### src/rtl/regression_dump_seq.sv
// End-of-run monitor: optional lossy PC trace while running, then a lossless
// register-file and data-memory dump over a single valid/ready stream.
module regression_dump_seq #(
   parameter int          DATA_W    = 32,
   parameter int          NREGS     = 32,
   parameter logic [31:0] MEM_BASE  = 32'h4000,
   parameter int          MEM_WORDS = 4,
   parameter int          TIMEOUT   = 64,
   parameter logic [31:0] HALT_INST = 32'h0000_0000,
   parameter bit          TRACE     = 1'b1
) (
   input  logic              clk,
   input  logic              reset,
   input  logic              run_en,
   input  logic [31:0]       inst,
   input  logic [29:0]       pc,
   output logic [4:0]        rf_addr,
   input  logic [DATA_W-1:0] rf_data,
   output logic [31:0]       mem_addr,
   input  logic [DATA_W-1:0] mem_data,
   output logic              dump_valid,
   input  logic              dump_ready,
   output logic [DATA_W-1:0] dump_data,
   output logic [1:0]        dump_kind,
   output logic [31:0]       dump_idx,
   output logic              done,
   output logic              timed_out,
   output logic [15:0]       drop_cnt,
   output logic [31:0]       cycle_count,
   output logic [2:0]        dbg_state
);

   // Stream handshake: a beat transfers on a rising edge with dump_valid=1 and
   // dump_ready=1. Dump beats hold payload/kind/idx while valid & !ready; trace
   // beats are instead overwritten next cycle and counted in drop_cnt.

   typedef enum logic [2:0] {
      S_IDLE     = 3'd0,
      S_RUN      = 3'd1,
      S_DUMP_REG = 3'd2,
      S_DUMP_MEM = 3'd3,
      S_DONE     = 3'd4
   } state_e;

   localparam logic [1:0]  KIND_TRACE = 2'd0;
   localparam logic [1:0]  KIND_REG   = 2'd1;
   localparam logic [1:0]  KIND_MEM   = 2'd2;
   localparam logic [31:0] REG_LAST   = 32'(NREGS - 1);
   localparam logic [31:0] MEM_LAST   = 32'(MEM_WORDS - 1);
   localparam logic [31:0] TO_LAST    = 32'(TIMEOUT - 1);

   state_e              state_q, state_d;
   logic [31:0]         k_q, k_d;
   logic                mem_last_q, mem_last_d;
   logic [31:0]         cycle_q, cycle_d;
   logic [15:0]         drop_q, drop_d;
   logic                timed_out_q, timed_out_d;
   logic                done_q, done_d;
   logic                valid_q, valid_d;
   logic [DATA_W-1:0]   data_q, data_d;
   logic [1:0]          kind_q, kind_d;
   logic [31:0]         idx_q, idx_d;

   logic                load;
   logic [31:0]         pc_byte;
   logic [DATA_W-1:0]   trace_data;
   logic [31:0]         mem_addr_w;

   assign pc_byte    = {pc, 2'b00};
   assign trace_data = DATA_W'(pc_byte);
   assign mem_addr_w = MEM_BASE + k_q;

   always_comb begin
      state_d     = state_q;
      k_d         = k_q;
      mem_last_d  = mem_last_q;
      cycle_d     = cycle_q;
      drop_d      = drop_q;
      timed_out_d = timed_out_q;
      done_d      = done_q;
      valid_d     = valid_q;
      data_d      = data_q;
      kind_d      = kind_q;
      idx_d       = idx_q;
      load        = ~valid_q | dump_ready;

      case (state_q)
         S_IDLE: begin
            valid_d = 1'b0;
            if (run_en) begin
               state_d     = S_RUN;
               cycle_d     = '0;
               drop_d      = '0;
               timed_out_d = 1'b0;
               done_d      = 1'b0;
            end
         end
         S_RUN: begin
            // Any unaccepted trace beat is lost at this edge, whether it is
            // replaced by a new beat or abandoned because RUN is exiting.
            if (valid_q && !dump_ready && drop_q != 16'hFFFF)
               drop_d = drop_q + 16'd1;
            valid_d = 1'b0;
            if (run_en) begin
               cycle_d    = cycle_q + 32'd1;
               k_d        = '0;
               mem_last_d = 1'b0;
               if (inst == HALT_INST) begin
                  state_d = S_DUMP_REG;
               end else if (cycle_q == TO_LAST) begin
                  state_d     = S_DUMP_REG;
                  timed_out_d = 1'b1;
               end else if (TRACE) begin
                  valid_d = 1'b1;
                  data_d  = trace_data;
                  kind_d  = KIND_TRACE;
                  idx_d   = cycle_q;
               end
            end else begin
               state_d = S_IDLE;
            end
         end
         S_DUMP_REG: begin
            if (load) begin
               valid_d = 1'b1;
               data_d  = rf_data;
               kind_d  = KIND_REG;
               idx_d   = k_q;
               if (k_q == REG_LAST) begin
                  state_d = S_DUMP_MEM;
                  k_d     = '0;
               end else begin
                  k_d = k_q + 32'd1;
               end
            end
         end
         S_DUMP_MEM: begin
            // Once the last word is loaded, only its acceptance moves us on.
            if (mem_last_q) begin
               if (dump_ready) begin
                  state_d    = S_DONE;
                  valid_d    = 1'b0;
                  done_d     = 1'b1;
                  mem_last_d = 1'b0;
               end
            end else if (load) begin
               valid_d = 1'b1;
               data_d  = mem_data;
               kind_d  = KIND_MEM;
               idx_d   = mem_addr_w;
               if (k_q == MEM_LAST) mem_last_d = 1'b1;
               else                 k_d = k_q + 32'd1;
            end
         end
         S_DONE: begin
            valid_d = 1'b0;
            if (!run_en) state_d = S_IDLE;
         end
         default: begin
            state_d = S_IDLE;
            valid_d = 1'b0;
         end
      endcase
   end

   always_ff @(posedge clk or negedge reset) begin
      if (!reset) begin
         state_q     <= S_IDLE;
         k_q         <= '0;
         mem_last_q  <= 1'b0;
         cycle_q     <= '0;
         drop_q      <= '0;
         timed_out_q <= 1'b0;
         done_q      <= 1'b0;
         valid_q     <= 1'b0;
         data_q      <= '0;
         kind_q      <= '0;
         idx_q       <= '0;
      end else begin
         state_q     <= state_d;
         k_q         <= k_d;
         mem_last_q  <= mem_last_d;
         cycle_q     <= cycle_d;
         drop_q      <= drop_d;
         timed_out_q <= timed_out_d;
         done_q      <= done_d;
         valid_q     <= valid_d;
         data_q      <= data_d;
         kind_q      <= kind_d;
         idx_q       <= idx_d;
      end
   end

   assign rf_addr     = (state_q == S_DUMP_REG) ? k_q[4:0] : 5'd0;
   assign mem_addr    = (state_q == S_DUMP_MEM) ? mem_addr_w : 32'd0;
   assign dump_valid  = valid_q;
   assign dump_data   = data_q;
   assign dump_kind   = kind_q;
   assign dump_idx    = idx_q;
   assign done        = done_q;
   assign timed_out   = timed_out_q;
   assign drop_cnt    = drop_q;
   assign cycle_count = cycle_q;
   assign dbg_state   = state_q;

endmodule

### config.mk
export PLATFORM = sky130hd
export DESIGN_NAME = regression_dump_seq
export DESIGN_NICKNAME = d
export VERILOG_FILES = /design/src/rtl/regression_dump_seq.sv
export SDC_FILE = /design/constraint.sdc
export NUM_CORES = 1
export LEC_CHECK = 0
export BUFFER_PORTS_ARGS = -buffer_cell sky130_fd_sc_hd__buf_2
export CORE_MARGIN = 2
export CORE_UTILIZATION = 40
export CTS_CLUSTER_SIZE = 25
export DETAILED_ROUTE_END_ITERATION = 10
export PLACE_DENSITY = 0.69
export SYNTH_ARGS = -nofsm -noshare
export SYNTH_HDL_FRONTEND = slang
export SYNTH_SLANG_ARGS = --single-unit
### constraint.sdc
create_clock -name clk -period 3.2 [get_ports clk]
set_clock_uncertainty 0.15 [all_clocks]
set_input_delay 0.16 -clock clk [delete_from_list [all_inputs] [get_ports clk]]
set_output_delay 0.16 -clock clk [all_outputs]
set_load 0.005 [all_outputs]
# == Yosys cells after proc, flatten, opt, wreduce, memory -nomap -nowiden ==
# Cells that the tools add are included.
# totals
latchBits,0
reg_bits,153
mem_bits_rw,0
word_cells,123
rom_bits,0
out_inout_bits,157
in_bits,130
n_memories,0
# classes
n_eq_ne,24
div,0
shifts,0
n_mul,0
n_mux,65
magnitude_cmp,0
n_addsub,4
reduce_logical,17
bitwise_logic,2
# ops
operator,count
$mux W32,20
$pmux W32 S3,3
$add A32 B1 Y32 const B,2
$pmux W32 S2,1
$add A15 B32 Y32 const A,1
$eq A32 B2 Y1 const B,1
$eq A32 B5 Y1 const B,1
$eq A32 B6 Y1 const B,1
$logic_not A32 Y1,1
$mux W16,2
$pmux W16 S2,1
$ne A2 B2 Y1 const B,14
$mux W3,9
$add A16 B1 Y16 const B,1
$mux W1,16
$ne A16 B16 Y1 const B,1
$pmux W3 S5,1
$reduce_and A7 Y1,2
$mux W2,6
$eq A3 B2 Y1 const B,2
$pmux W1 S2,3
$pmux W2 S3,1
$reduce_and A3 Y1,2
$reduce_and A6 Y1,1
other kinds (16),19

# == Depth between registers and ports, before layout ==
# logic_depth
ltp_word,5
ltp_mapped,10
mapped_depth_nobuf,8

# == Worst setup path before layout ==
# OpenSTA, ideal clock, no wires.
# synth_timing
path_type,register to register
startpoint,register cycle_q[0] (netlist: cycle_count[0])
endpoint,register idx_q[10] (netlist: dump_idx[10])
t_required_ns,2.925
path_stages_with_launch,10
period_less_slack_ns,2.512
path_slack_ns,0.688
setup_ns,0.125
arrival_ns,2.238
n_path_buf,2
cell_sequence,dfrtp_1 > ha_1 > nand3_1 > or2_1 > nor4_2 > nor2_1 > o21ai_2 > buf_4 > buf_6 > mux2_2
# synth_via
elab_chain_cells,3
# synth_lines
item,line_no,text
"start, declared",55,"logic [31:0] cycle_q, cycle_d;"
"start signal, assigned",183,cycle_q <= cycle_d;
$eq A32 B6 Y1,110,end else if (cycle_q == TO_LAST) begin
$ne A2 B2 Y1 (no source line),--,
$reduce_and A7 Y1 (no source line),--,
"end signal, assigned",190,idx_q <= idx_d;
"end, declared",62,"logic [31:0] idx_q, idx_d;"
# No other way between the ends.
# A chain may end at the register's enable or synchronous reset.

# == Worst setup path in the final report ==
# layout_timing
startpoint,register k_q[14]
endpoint,output mem_addr[28]
# layout_via
elab_chain_cells,2
# layout_lines
item,line_no,text
"start, declared",53,"logic [31:0] k_q, k_d;"
"start signal, assigned",181,k_q <= k_d;
$add A15 B32 Y32,71,assign mem_addr_w = MEM_BASE + k_q;
$mux W32,195,assign mem_addr = (state_q == S_DUMP_MEM) ? mem_addr_w : 32'd0;
"end, declared",19,"output logic [31:0] mem_addr,"
# No other way between the ends.

==> flow_metrics.py <==
metrics = {
    "status": {
        "outcome": "finished clean",
    },
    "sta": {
        "grt_setup_unrepaired": "no",
        "fin_crit_ns": 2.93,
        "max_freq_mhz": 341,
        "worst_pin_slew_ns": 0.851,
        "relSlewSlack": 0.433,
        "setup_viol": 0,
        "setup_tns_ns": 0,
        "hold_viol": 0,
        "slew_violations": 0,
        "period_share": 0.916,
    },
    "synth": {
        "synth-seq-cells": 153,
        "syn_area_um2": 8860,
        "synth_cell_type_count": 55,
        "synth_top_area_frac": 0.432,
        "syn_inst": 964,
        "synth.avg_cell_area_um2": 9.19,
        "ys_seq_area_frac": 0.432,
        "yosys.area.top_type": "dfrtp_1",
        "synth.most_common_cell": "dfrtp_1",
        "ys_async_sr_fraction": 1.00,
        "synth-edff-count": 0,
        "synth_area_leaders": "dfrtp_1 (43%), mux2_2 (8.4%), nand2_1 (6.1%), xor2_1 (4.7%), nor2_1 (4.6%)",
        "synth_common_cells": "dfrtp_1 (153), nand2_1 (144), nor2_1 (108)",
        "synth_fp_nets": 1100,
        "ys.flop_type": "dfrtp_1",
        "yosysWarnings": 0,
    },
    "clock_tree": {
        "cts_root_buf": "clkbuf_16",
        "clk_path_buf_depth": 2,
        "cts_buffers": 17,
        "clock_sinks": 153,
        "cts_resized": 0,
        "clock_latency_ns": 0.43,
        "clk_pin_slew_worst_paths_ns": 0.06,
        "cts_tree": "built",
        "cts_hold_buf": 35,
        "h-tree-depth": 4,
        "cts_setup_buffers": 0,
    },
    "pwr": {
        "power_frac_seq": 0.339,
        "switching_share": 0.363,
        "power_switching_mw": 2.80,
        "clockPowerShare": 0.266,
        "internal_power_mw": 4.92,
        "p_per_area_nw_per_um2": 671,
        "power_frac_comb": 0.394,
        "finalPower_mw": 7.72,
        "vdd_drop_max_v": 0.000472,
        "leakage_nw": 5.63,
    },
    "layout": {
        "nets": 1399,
        "drive_above_1_share": 0.332,
        "instances_no_fill": 1556,
        "stdcell_area_um2": 11500,
        "n_antenna_cell": 0,
        "area_growth_pct": 29.8,
    },
    "die": {
        "start_util": 0.407,
        "dieArea_um2": 23400,
        "fp-row-count": 54,
        "boundaryPins": 287,
        "die_y_um": 153,
        "core-area_um2": 21800,
        "dieWidth_um": 153,
    },
    "setup_path": {
        "worstSetupPathType": "reg2out",
        "cp-end-kind": "output port",
        "slowest_stage": "dfrtp_1",
        "critical_path.cell_chain": "ha_1 -> nand3_1 -> nor4_1 -> nand3_1 -> xor2_1 -> nor2_1 -> buf_2",
        "crit_family": "simple AND/OR/NAND/NOR gates",
        "critPathBufInv": 1,
        "critPathMostFrequentCell": "nand3_1",
        "path_max_fanout": 9,
        "cp.required_ns": 2.89,
        "max_stage_delay_ns": 0.55,
        "crit_path_start": "k_q[14]",
        "r2r_start": "cycle_count[0]",
        "worstPathArrival_ns": 2.62,
        "start_kind": "flop",
    },
    "grt": {
        "grt_pass1_vias": 7996,
        "grt_usage": 0.233,
        "grt_pass1_wl_um": 43300,
        "gr-total-overflow": 0,
        "grt_max_degree": 115,
        "antenna_found_initial": 0,
    },
    "routing": {
        "wire_per_inst_um": 17.9,
        "antenna_left": 0,
        "vias": 8312,
        "wl_um": 27800,
        "drt_first_pass_iters": 5,
        "drtIter0Drc": 688,
        "drc": 0,
        "detail_route.vias_per_cell": 5.34,
    },
    "placed_design": {
        "dp_hpwl_um": 19900,
        "place_congestion": 0.858,
        "numPortBuffers": 286,
        "dpl_cell_area_um2": 10600,
        "place_inst": 1489,
    },
    "min_path": {
        "hp-class": "in2reg",
        "worstHoldStart": "rf_data[6]",
    },
    "job": {
        "cap_violations": 0,
    },
}
power groups by stage:
| stage | Sequential, mW | Clock (mW) | Combinational, mW |
|---|---|---|---|
| global placement | 2.63 | 0 | 2.95 |
| CTS | 2.61 | 2.09 | 3.06 |
| global route | 2.67 | 2.17 | 3.32 |
| finish | 2.62 | 2.06 | 3.04 |
| floorplan | 2.59 | 0 | 2.00 |
| detailed placement | 2.65 | 0 | 3.01 |
sequential cells by signal (all words and copies together), names as in the netlist:
name	count
dump_idx	32
mem_last_q	1
dump_kind	2
dump_valid	1
done	1
drop_cnt	16
k_q	32
cycle_count	32
dbg_state	3
timed_out	1
dump_data	32
placed cells by master (no fill, tap or decap), types with 3 or more instances in the layout:
master,n
clkinv_2,4
and3_1,16
clkinvlp_4,4
a31oi_1,3
mux2_2,66
dlygate4sd3_1,35
nor4_1,22
ha_1,6
nor3_1,23
bufinv_16,3
nand2b_1,6
xor2_1,48
or4_1,3
and4_1,6
a21o_1,3
nand3_1,38
nor4_2,3
nor2b_1,3
buf_4,21
nor2_1,108
or3_1,3
and2_1,18
dfrtp_1,152
nand2_1,144
clkbuf_16,17
buf_2,285
mux2i_1,35
nor3b_1,7
or2_2,4
o21ai_0,66
o22ai_1,3
nand4_1,21
xnor2_1,42
inv_1,11
a21oi_1,12
layer usage:
layer	global-route usage	routed length, um
met1	0.328	12600
met2	0.365	12900
met3	0.0420	1530
met4	0.0807	785
met5	0	0
area by class of cell:
cell class              count  area (um^2)
well taps                 280          350
clock inverters            12          149
fillers                  2032        10200
flip-flops and latches    153         3830
inverters                  11         41.3
clock buffers              20          447
repair buffers            344         1990
multi-input cells         736         4700
cell families (layout without fill, tap and decap cells):
family                     after synthesis  count (layout)  synth area share
and+or+nand+nor                        437             437             0.240
AOI/OAI and AO/OA                      102             102            0.0683
DFF                                    153             153             0.432
xor gates and xnor gates                90              90            0.0889
buffers and inverters                   75             387            0.0391
muxes                                  101             101             0.123
adders and majority gates                6               6           0.00847
through the flow:
step / util / hold slack [ns] / setup WS, ns
after global routing: 0.529 / 0.0209 / 0.00613
after global placement: 0.485 / 0.143 / 0.491
final: 0.529 / 0.00758 / 0.269
after floorplan: - / -0.286 / 0.688
after detailed placement: 0.485 / 0.151 / 0.397
after CTS: 0.529 / 0.000988 / 0.284
worst min-delay path, cell delays in order:
cell and delay [ns]:
buf_2 0.07, mux2i_1 0.05, o21ai_0 0.13, mux2_2 0.14
final timing paths:
check,end,slack (ns),depth (start not counted)
worst max-delay path,mem_addr[28],0.27,7
worst min-delay path,dump_data[6],0.008,4
worst max register to register,dump_data[5],0.36,8
worst min register to register,dump_idx[21],0.35,1
max in group asynchronous,k_q[20],1.77,3
min in group asynchronous,dump_data[18],0.22,2
No activity file was read; power rests on OpenSTA's default activity.
